[src/rtl/id_ex_stage.sv]
`default_nettype none
// ============================================================================
//  Module   : id_ex_stage
//  Purpose  : Decode of LW/SW/ALUopI/ALUopR with bypassed register file,
//             load-use hazard detection and the ID/EX pipeline register.
//  Revision : 1.0
// ============================================================================
module id_ex_stage (
   input  logic        clk,
   input  logic        reset,
   input  logic        IFIDvalid,
   input  logic [31:0] IFIDinstr,
   input  logic [31:0] IFIDpc,
   input  logic        flush,
   input  logic        WBwe,
   input  logic [4:0]  WBrd,
   input  logic [31:0] WBdata,
   output logic        stall,
   output logic        IDEXvalid,
   output logic [6:0]  IDEXop,
   output logic [2:0]  IDEXfunct3,
   output logic [6:0]  IDEXfunct7,
   output logic [31:0] IDEXA,
   output logic [31:0] IDEXB,
   output logic [31:0] IDEXstoreData,
   output logic [4:0]  IDEXrd,
   output logic        IDEXregWrite,
   output logic        IDEXmemRead,
   output logic        IDEXmemWrite,
   output logic [31:0] IDEXpc,
   output logic        IDEXillegal
);

   localparam logic [6:0] c_op_lw  = 7'b0000011;
   localparam logic [6:0] c_op_sw  = 7'b0100011;
   localparam logic [6:0] c_op_alui = 7'b0010011;
   localparam logic [6:0] c_op_alur = 7'b0110011;

   logic [31:0] regs_q [32];
   logic [31:0] regs_d [32];

   logic        idex_valid_q, idex_valid_d;
   logic [6:0]  idex_op_q, idex_op_d;
   logic [2:0]  idex_funct3_q, idex_funct3_d;
   logic [6:0]  idex_funct7_q, idex_funct7_d;
   logic [31:0] idex_a_q, idex_a_d;
   logic [31:0] idex_b_q, idex_b_d;
   logic [31:0] idex_store_q, idex_store_d;
   logic [4:0]  idex_rd_q, idex_rd_d;
   logic        idex_reg_write_q, idex_reg_write_d;
   logic        idex_mem_read_q, idex_mem_read_d;
   logic        idex_mem_write_q, idex_mem_write_d;
   logic [31:0] idex_pc_q, idex_pc_d;
   logic        idex_illegal_q, idex_illegal_d;

   logic [6:0]  w_op;
   logic [4:0]  w_rd, w_rs1, w_rs2;
   logic [2:0]  w_funct3;
   logic [6:0]  w_funct7;
   logic [31:0] w_imm_i, w_imm_s;
   logic [31:0] w_rs1_val, w_rs2_val;
   logic        w_legal, w_use_rs2, w_hazard;

   assign w_op     = IFIDinstr[6:0];
   assign w_rd     = IFIDinstr[11:7];
   assign w_funct3 = IFIDinstr[14:12];
   assign w_rs1    = IFIDinstr[19:15];
   assign w_rs2    = IFIDinstr[24:20];
   assign w_funct7 = IFIDinstr[31:25];
   assign w_imm_i  = {{20{IFIDinstr[31]}}, IFIDinstr[31:20]};
   assign w_imm_s  = {{20{IFIDinstr[31]}}, IFIDinstr[31:25], IFIDinstr[11:7]};

   // Write-back in the same cycle wins over the stored value.
   assign w_rs1_val = (w_rs1 == 5'd0) ? 32'd0 :
                      (WBwe && (WBrd == w_rs1)) ? WBdata : regs_q[w_rs1];
   assign w_rs2_val = (w_rs2 == 5'd0) ? 32'd0 :
                      (WBwe && (WBrd == w_rs2)) ? WBdata : regs_q[w_rs2];

   assign w_legal   = (w_op == c_op_lw) || (w_op == c_op_sw) ||
                      (w_op == c_op_alui) || (w_op == c_op_alur);
   assign w_use_rs2 = (w_op == c_op_alur) || (w_op == c_op_sw);

   assign w_hazard = IFIDvalid && !flush && idex_valid_q && idex_mem_read_q &&
                     (idex_rd_q != 5'd0) &&
                     ((w_legal && (idex_rd_q == w_rs1)) ||
                      (w_use_rs2 && (idex_rd_q == w_rs2)));
   assign stall    = w_hazard && !reset;

   always_comb begin
      regs_d = regs_q;
      if (WBwe && (WBrd != 5'd0)) begin
         regs_d[WBrd] = WBdata;
      end
   end

   always_comb begin
      idex_valid_d     = 1'b0;
      idex_op_d        = 7'd0;
      idex_funct3_d    = 3'd0;
      idex_funct7_d    = 7'd0;
      idex_a_d         = 32'd0;
      idex_b_d         = 32'd0;
      idex_store_d     = 32'd0;
      idex_rd_d        = 5'd0;
      idex_reg_write_d = 1'b0;
      idex_mem_read_d  = 1'b0;
      idex_mem_write_d = 1'b0;
      idex_pc_d        = 32'd0;
      idex_illegal_d   = 1'b0;
      if (IFIDvalid && !flush && !w_hazard) begin
         if (w_legal) begin
            idex_valid_d  = 1'b1;
            idex_op_d     = w_op;
            idex_funct3_d = w_funct3;
            idex_funct7_d = w_funct7;
            idex_a_d      = w_rs1_val;
            idex_pc_d     = IFIDpc;
         end
         case (w_op)
            c_op_alur: begin
               idex_reg_write_d = 1'b1;
               idex_rd_d        = w_rd;
               idex_b_d         = w_rs2_val;
            end
            c_op_alui: begin
               idex_reg_write_d = 1'b1;
               idex_rd_d        = w_rd;
               idex_b_d         = w_imm_i;
            end
            c_op_lw: begin
               idex_reg_write_d = 1'b1;
               idex_mem_read_d  = 1'b1;
               idex_rd_d        = w_rd;
               idex_b_d         = w_imm_i;
            end
            c_op_sw: begin
               idex_mem_write_d = 1'b1;
               idex_b_d         = w_imm_s;
               idex_store_d     = w_rs2_val;
            end
            default: idex_illegal_d = 1'b1;
         endcase
      end
   end

   always_ff @(posedge clk) begin
      if (reset) begin
         for (int i = 0; i < 32; i++) begin
            regs_q[i] <= 32'd0;
         end
         idex_valid_q     <= 1'b0;
         idex_op_q        <= 7'd0;
         idex_funct3_q    <= 3'd0;
         idex_funct7_q    <= 7'd0;
         idex_a_q         <= 32'd0;
         idex_b_q         <= 32'd0;
         idex_store_q     <= 32'd0;
         idex_rd_q        <= 5'd0;
         idex_reg_write_q <= 1'b0;
         idex_mem_read_q  <= 1'b0;
         idex_mem_write_q <= 1'b0;
         idex_pc_q        <= 32'd0;
         idex_illegal_q   <= 1'b0;
      end else begin
         regs_q           <= regs_d;
         idex_valid_q     <= idex_valid_d;
         idex_op_q        <= idex_op_d;
         idex_funct3_q    <= idex_funct3_d;
         idex_funct7_q    <= idex_funct7_d;
         idex_a_q         <= idex_a_d;
         idex_b_q         <= idex_b_d;
         idex_store_q     <= idex_store_d;
         idex_rd_q        <= idex_rd_d;
         idex_reg_write_q <= idex_reg_write_d;
         idex_mem_read_q  <= idex_mem_read_d;
         idex_mem_write_q <= idex_mem_write_d;
         idex_pc_q        <= idex_pc_d;
         idex_illegal_q   <= idex_illegal_d;
      end
   end

   assign IDEXvalid     = idex_valid_q;
   assign IDEXop        = idex_op_q;
   assign IDEXfunct3    = idex_funct3_q;
   assign IDEXfunct7    = idex_funct7_q;
   assign IDEXA         = idex_a_q;
   assign IDEXB         = idex_b_q;
   assign IDEXstoreData = idex_store_q;
   assign IDEXrd        = idex_rd_q;
   assign IDEXregWrite  = idex_reg_write_q;
   assign IDEXmemRead   = idex_mem_read_q;
   assign IDEXmemWrite  = idex_mem_write_q;
   assign IDEXpc        = idex_pc_q;
   assign IDEXillegal   = idex_illegal_q;

endmodule
`default_nettype wire
[config.mk]
export PLATFORM = sky130hd
export DESIGN_NAME = id_ex_stage
export DESIGN_NICKNAME = d
export VERILOG_FILES = /design/src/rtl/id_ex_stage.sv
export SDC_FILE = /design/constraint.sdc
export NUM_CORES = 2
export LEC_CHECK = 0
export ABC_AREA = 1
export ABC_CLOCK_PERIOD_IN_PS = 1800
export BUFFER_PORTS_ARGS = -buffer_cell sky130_fd_sc_hd__buf_4
export CORE_AREA = 2 2 412 414
export DETAILED_ROUTE_END_ITERATION = 16
export DIE_AREA = 0 0 414 416
export GPL_ROUTABILITY_DRIVEN = 0
export HOLD_SLACK_MARGIN = 0.15
export PLACE_DENSITY = 0.56
export SLEW_MARGIN = 20
export SYNTH_ARGS = -nofsm -noshare
export SYNTH_HDL_FRONTEND = slang
export SYNTH_SLANG_ARGS = --single-unit
[constraint.sdc]
create_clock -name clk -period 1.8 [get_ports clk]
set_input_delay 0.18 -clock clk [delete_from_list [all_inputs] [get_ports clk]]
set_output_delay 0.18 -clock clk [all_outputs]
set_load 0.01 [all_outputs]
## Word level (Yosys, flattened, before mapping)

Index checks and enable logic that the tools add are counted.

| operators by class | value |
|---|---|
| order comparisons | 4 |
| eq/ne operators | 8 |
| mux-type cells | 18 |
| bitwise logic cells | 7 |
| reduce and logical (&&, ||, !) cells | 33 |

Operator list:

| kind | number |
|---|---|
| 1024-bit bitwise mux | 1 |
| 32-bit binary-select mux with 5-bit select | 2 |
| 32-bit two-way mux | 8 |
| 32-bit demux with 5-bit select | 1 |
| 32-bit case mux with 3 select lines | 1 |
| 5-bit equality test | 4 |
| 6-bit >= comparator (second input constant) | 3 |
| 5-bit inverter with 6-bit output | 3 |
| 7-bit by 6-bit equality test with 1-bit output (second input constant) | 2 |
| 1-bit logical AND | 13 |
| 3-bit OR reduction | 4 |
| 5-bit zero test | 2 |
| 5-bit nonzero test | 2 |
| 4-bit OR reduction | 2 |
| 7-bit by 2-bit equality test with 1-bit output (second input constant) | 1 |
| 7-bit by 5-bit equality test with 1-bit output (second input constant) | 1 |
| 6-bit by 1-bit less-than comparator with 1-bit output (second input constant) | 1 |
| 1-bit logical OR | 5 |
| 1-bit two-way mux | 5 |
| 1-bit inverter | 4 |
| 2-bit OR reduction | 2 |
| 1-bit zero test | 3 |

| word-level totals | value |
|---|---|
| flip-flop bits (word level) | 1179 |
| input port bits | 106 |
| output and inout port bits | 156 |

## Depth between registers and ports, before layout

| depth | value |
|---|---|
| depth after elaboration | 11 |
| mapped depth | 14 |
| depth with buffers taken out | 11 |

## Worst setup path before layout

Ideal clock, no wire load.

| timing path | value |
|---|---|
| path type | input port to flip-flop |
| from | input port IFIDinstr[20] |
| to | register idex_b_q[31] (netlist: IDEXB[31]) |
| setup time | 0.114 ns |
| arrival | 1.501 ns |
| required time | 1.686 ns |
| path slack | 0.185 ns |
| cell stages on the path | 13 |
| buffers on the path | 4 |
| cell sequence | buf_2 > inv_1 > buf_4 > buf_4 > buf_2 > o21ai_0 > o22ai_1 > o21ai_0 > nand2_1 > nand2_1 > nand3_1 > nand3_1 > nand2_1 |

| between the ends | value |
|---|---|
| cells in the longest elaborated chain, start to end | 8 |
| elaborated cells on any way between the ends | 18 |
| classes of those cells | 2 x eq/ne; 6 x mux; 2 x bitwise; 8 x reduce/logical |

Ends and longest elaborated chain:

| item | line | source |
|---|---|---|
| start: declaration | 12 | `input logic [31:0] IFIDinstr,` |
| parallel branches: the longest is 8 deep, another holds 32-bit binary-select mux with 5-bit select | -- |  |
| end signal: assignment | 171 | `idex_b_q <= idex_b_d;` |
| end: declaration | 47 | `logic [31:0] idex_b_q, idex_b_d;` |

Several ways; the timed one is not identified. The select of a mux whose other input is x is not followed.
A chain may end at the register's enable or synchronous reset.

## Final worst setup path

| timing path | value |
|---|---|
| from | register idex_rd_q[0] (netlist: IDEXrd[0]) |
| to | output port stall |

| between the ends | value |
|---|---|
| cells in the longest elaborated chain, start to end | 5 |
| elaborated cells on any way between the ends | 9 |
| classes of those cells | 2 x eq/ne; 7 x reduce/logical |

Ends and longest elaborated chain:

| item | line | source |
|---|---|---|
| start: declaration | 49 | `logic [4:0] idex_rd_q, idex_rd_d;` |
| start signal: assignment | 173 | `idex_rd_q <= idex_rd_d;` |
| 5-bit equality test (on tied branches) | 85, 86 |  |
| 1-bit logical AND (on tied branches) | 85, 86 |  |
| 1-bit logical OR | 85 | `((w_legal && (idex_rd_q == w_rs1)) \|\|` |
| 1-bit logical AND (*) | 84 | `(idex_rd_q != 5'd0) &&` |
| 1-bit logical AND (*) | 87 | `assign stall = w_hazard && !reset;` |
| end: declaration | 18 | `output logic stall,` |

Mark *: on every way between the ends. The rest lies on a longest branch, timed or not.

==> results.json <==
{
  "status": "finished with violations",
  "violations": "negative setup slack",
  "rsz0062_at_grt": "yes",
  "cts_buffers": 136,
  "synth_cells": 8231,
  "cts_tree": "done",
  "synth-seq-cells": 1179,
  "drive_gt1_share_pct": 14.06,
  "final_core_util_pct": 44.07,
  "gr-max-usage-layer": "met2",
  "overflow": 0,
  "relSlewSlack_pct": 41.14,
  "grt.met3_usage_pct": 5.182,
  "critical_path_class": "reg -> out",
  "critPathLaunchType": "flop",
  "switchingPower_mw": 17.61,
  "synth_compound_area_share_pct": 29.86,
  "final_antenna_net_count": 0,
  "clockBufferDepth": 3,
  "die_h_um": 416,
  "synth_mux_area_share_pct": 0,
  "path_clk_slew_ns": 0.06,
  "syn_avg_cell_area_um2": 7.083,
  "synth_cell_types": 32,
  "vias": 62671,
  "design_area_um2": 74100,
  "post-dp-hpwl_um": 173400,
  "power_frac_clock_pct": 44.7,
  "synthTopCellsByArea": "dfxtp_1 40%, a211oi_1 13%, nor2_1 10%",
  "grt_use_total_pct": 29.27,
  "finalClockSkew_ns": 0.02876,
  "cp.arrival_ns": 2.16,
  "htree_levels": 4,
  "start_util_pct": 34.67,
  "synthSimpleGateAreaFrac_pct": 20.24,
  "grt_pass1_wl_um": 383400,
  "regArea_um2": 23610,
  "cap_violations": 0,
  "path_max_fanout": 2,
  "dp.cells": 10447,
  "insertion_delay_ns": 0.79,
  "grt_pass1_vias": 57380,
  "die_w_um": 414,
  "synth.top_cell.area_share_pct": 40.48,
  "met2_usage_pct": 45.25,
  "syn-cell-area_um2": 58300,
  "numClockSinks": 1179,
  "p_total_mw": 63.60,
  "seq_area_frac_synth_pct": 40.48,
  "synth_xor_xnor_area_share_pct": 0.1653,
  "worst_slew_pin_slew_ns": 0.8829,
  "vdd_drop_max_mv": 0.9056,
  "coreArea_um2": 168100,
  "top_level_ports": 262,
  "layout.nets": 8635,
  "postPlaceCellArea_um2": 67440,
  "switching_share_pct": 27.69,
  "drtIter0Drc": 7650,
  "cts_root_buffer": "clkbuf_16",
  "synth_area_leader_cell": "dfxtp_1",
  "die_area_um2": 172200,
  "grt_start_max_net_pins": 154,
  "setup_ws_ns": -0.5416,
  "area_delta_synth_final_pct": 27.09,
  "routedWlPerCell_um": 24.32,
  "drc": 0,
  "io_buffers": 261,
  "hold_violations": 0,
  "grt_antenna_before_repair": 5,
  "dr.pass1.iters": 8,
  "slew_viol_final": 0,
  "seqPwrFrac_pct": 41.8,
  "finalSetupViolations": 150,
  "min_period_over_period_pct": 130.1,
  "wl_um": 264100,
  "fillers": 16673,
  "p_int_mw": 45.99,
  "post-place-ws_ns": -0.4966,
  "yosysWarnings": 0,
  "row_count": 151,
  "crit_path_end_kind": "output port",
  "fmax_mhz": 427.1,
  "hp-class": "in -> reg",
  "critPathRequiredTime_ns": 1.62,
  "multi_input_area_um2": 29740,
  "fin_cells": 10857,
  "leakage_nw": 27.27,
  "power_frac_comb_pct": 13.5,
  "period_needed_ns": 2.342,
  "met1_usage_pct": 38.85,
  "viasPerCell": 5.772,
  "power.density_nw_per_um2": 858.4,
  "synth_top_family_by_area": "compound AO/OA/AOI/OAI gates",
  "synthAdderAreaFrac_pct": 0
}
==> layout make-up <==
type	instances	share of cell area [%]
Clock inverter	37	0.5268
Clock buffer	207	5.549
Inverter	494	2.546
Antenna cell	4	0.01351
Sequential cell	1179	31.86
Multi-Input combinational cell	5702	40.14
Timing Repair Buffer	1016	15.62
Tap cell	2218	3.745
==> power groups by stage <==
| stage | logic [mW] | registers [mW] | clock network (mW) |
|---|---|---|---|
| 2_1_floorplan | 4.28 | 27.1 | 0 |
| 3_3_place_gp | 8.03 | 27.1 | 0 |
| 3_5_place_dp | 8.08 | 27.2 | 0 |
| 4_1_cts | 8.36 | 26.6 | 28.7 |
| 5_1_grt | 9.11 | 26.6 | 29.8 |
| 6_report | 8.58 | 26.6 | 28.4 |
==> critical path: stages, from the launching register on <==
cell and delay (ns):
dfxtp_2 0.33, buf_12 0.12, xor2_1 0.15, nor2_1 0.09
nand4_1 0.09, nand2_1 0.11, nand2_2 0.11, buf_6 0.16
nor2_4 0.10, buf_6 0.12
==> per-stage QoR <==
step	hold WS (ns)	setup TNS, ns
after floorplan	0.2922	0
after global placement	0.3929	-49.53
after detailed placement	0.3987	-46.35
after CTS	0.1441	-0.9110
after global routing	0.1670	-28.03
final	0.1697	-24.10
==> kinds of logic (layout without fill, tap and decap cells) <==
| kind of cell | after synthesis | after routing |
|---|---|---|
| buf+inv | 1353 | 1754 |
| compound gates | 2797 | 2797 |
| simple gates | 2890 | 2891 |
| flops | 1179 | 1179 |
| xor+xnor | 11 | 11 |
| other cells | 1 | 7 |
==> cell usage in the layout, fill, tap and decap left out, drive strengths merged, types with 66 or more instances in the layout <==
master,n
a21oi,519
dfxtp,1179
nand3,588
o21ai,884
a211oi,991
inv,497
clkbuf,217
nor2,1663
o211ai,328
buf,871
o22ai,66
dlygate4sd3,135
nand2,601
==> worst paths after layout <==
kind / from / to / slack (ns) / cells past startpoint
max: IDEXrd[0] / stall / -0.54 / 9
min: IFIDinstr[31] / IDEXfunct7[6] / 0.17 / 4
max reg2reg: IDEXrd[0] / IDEXB[26] / -0.27 / 14
min reg2reg: regs_q[1016] / regs_q[1016] / 0.43 / 2
==> cell usage after synthesis <==
cell	number
xor2_1	6
nand4_1	6
a221oi_1	2
clkbuf_1	579
or2_2	8
nand2_1	601
buf_4	3
clkinv_1	3
inv_1	480
conb_1	1
dfxtp_1	1179
nor3_1	22
o21ai_0	884
o211a_1	1
nor2_4	9
a21oi_1	519
buf_2	238
nor3_2	1
nor2_1	1629
xnor2_1	5
a211oi_1	991
inv_2	11
or2_1	1
nor4_2	1
a22oi_1	5
o211ai_1	328
nor2_2	24
nand3_1	586
o22ai_1	66
nand3_2	2
o21a_1	1
buf_1	39
==> metal layers <==
| metal | routed length (um) | share of wire, % | vias up |
|---|---|---|---|
| met3 | 23270 | 8.8 | 672 |
| li1 | - | - | 29312 |
| met1 | 110400 | 42 | 29682 |
| met5 | 25 | 0.0095 | - |
| met4 | 15540 | 5.9 | 4 |
| met2 | 114800 | 43 | 3001 |
==> state kept, by name, summed over array words and instances (netlist names) <==
signal	count
regs_q	1024
IDEXvalid	1
IDEXrd	5
IDEXop	7
IDEXpc	32
IDEXmemRead	1
IDEXA	32
IDEXregWrite	1
IDEXfunct7	7
IDEXB	32
IDEXfunct3	3
IDEXmemWrite	1
IDEXstoreData	32
IDEXillegal	1
==> repair_timing <==
| action | in CTS | in global routing |
|---|---|---|
| endpoints found under the hold margin | 717 | 34 |
| hold buffers | 137 | 2 |
| gates resized for setup | 26 | 65 |
| cloned | 2 | 13 |
| buffers inserted | 3 | 7 |
| setup endpoints to repair | 95 | 142 |
| pin swaps | 6 | 8 |
Note: power is estimated with default switching activity, not from simulation.
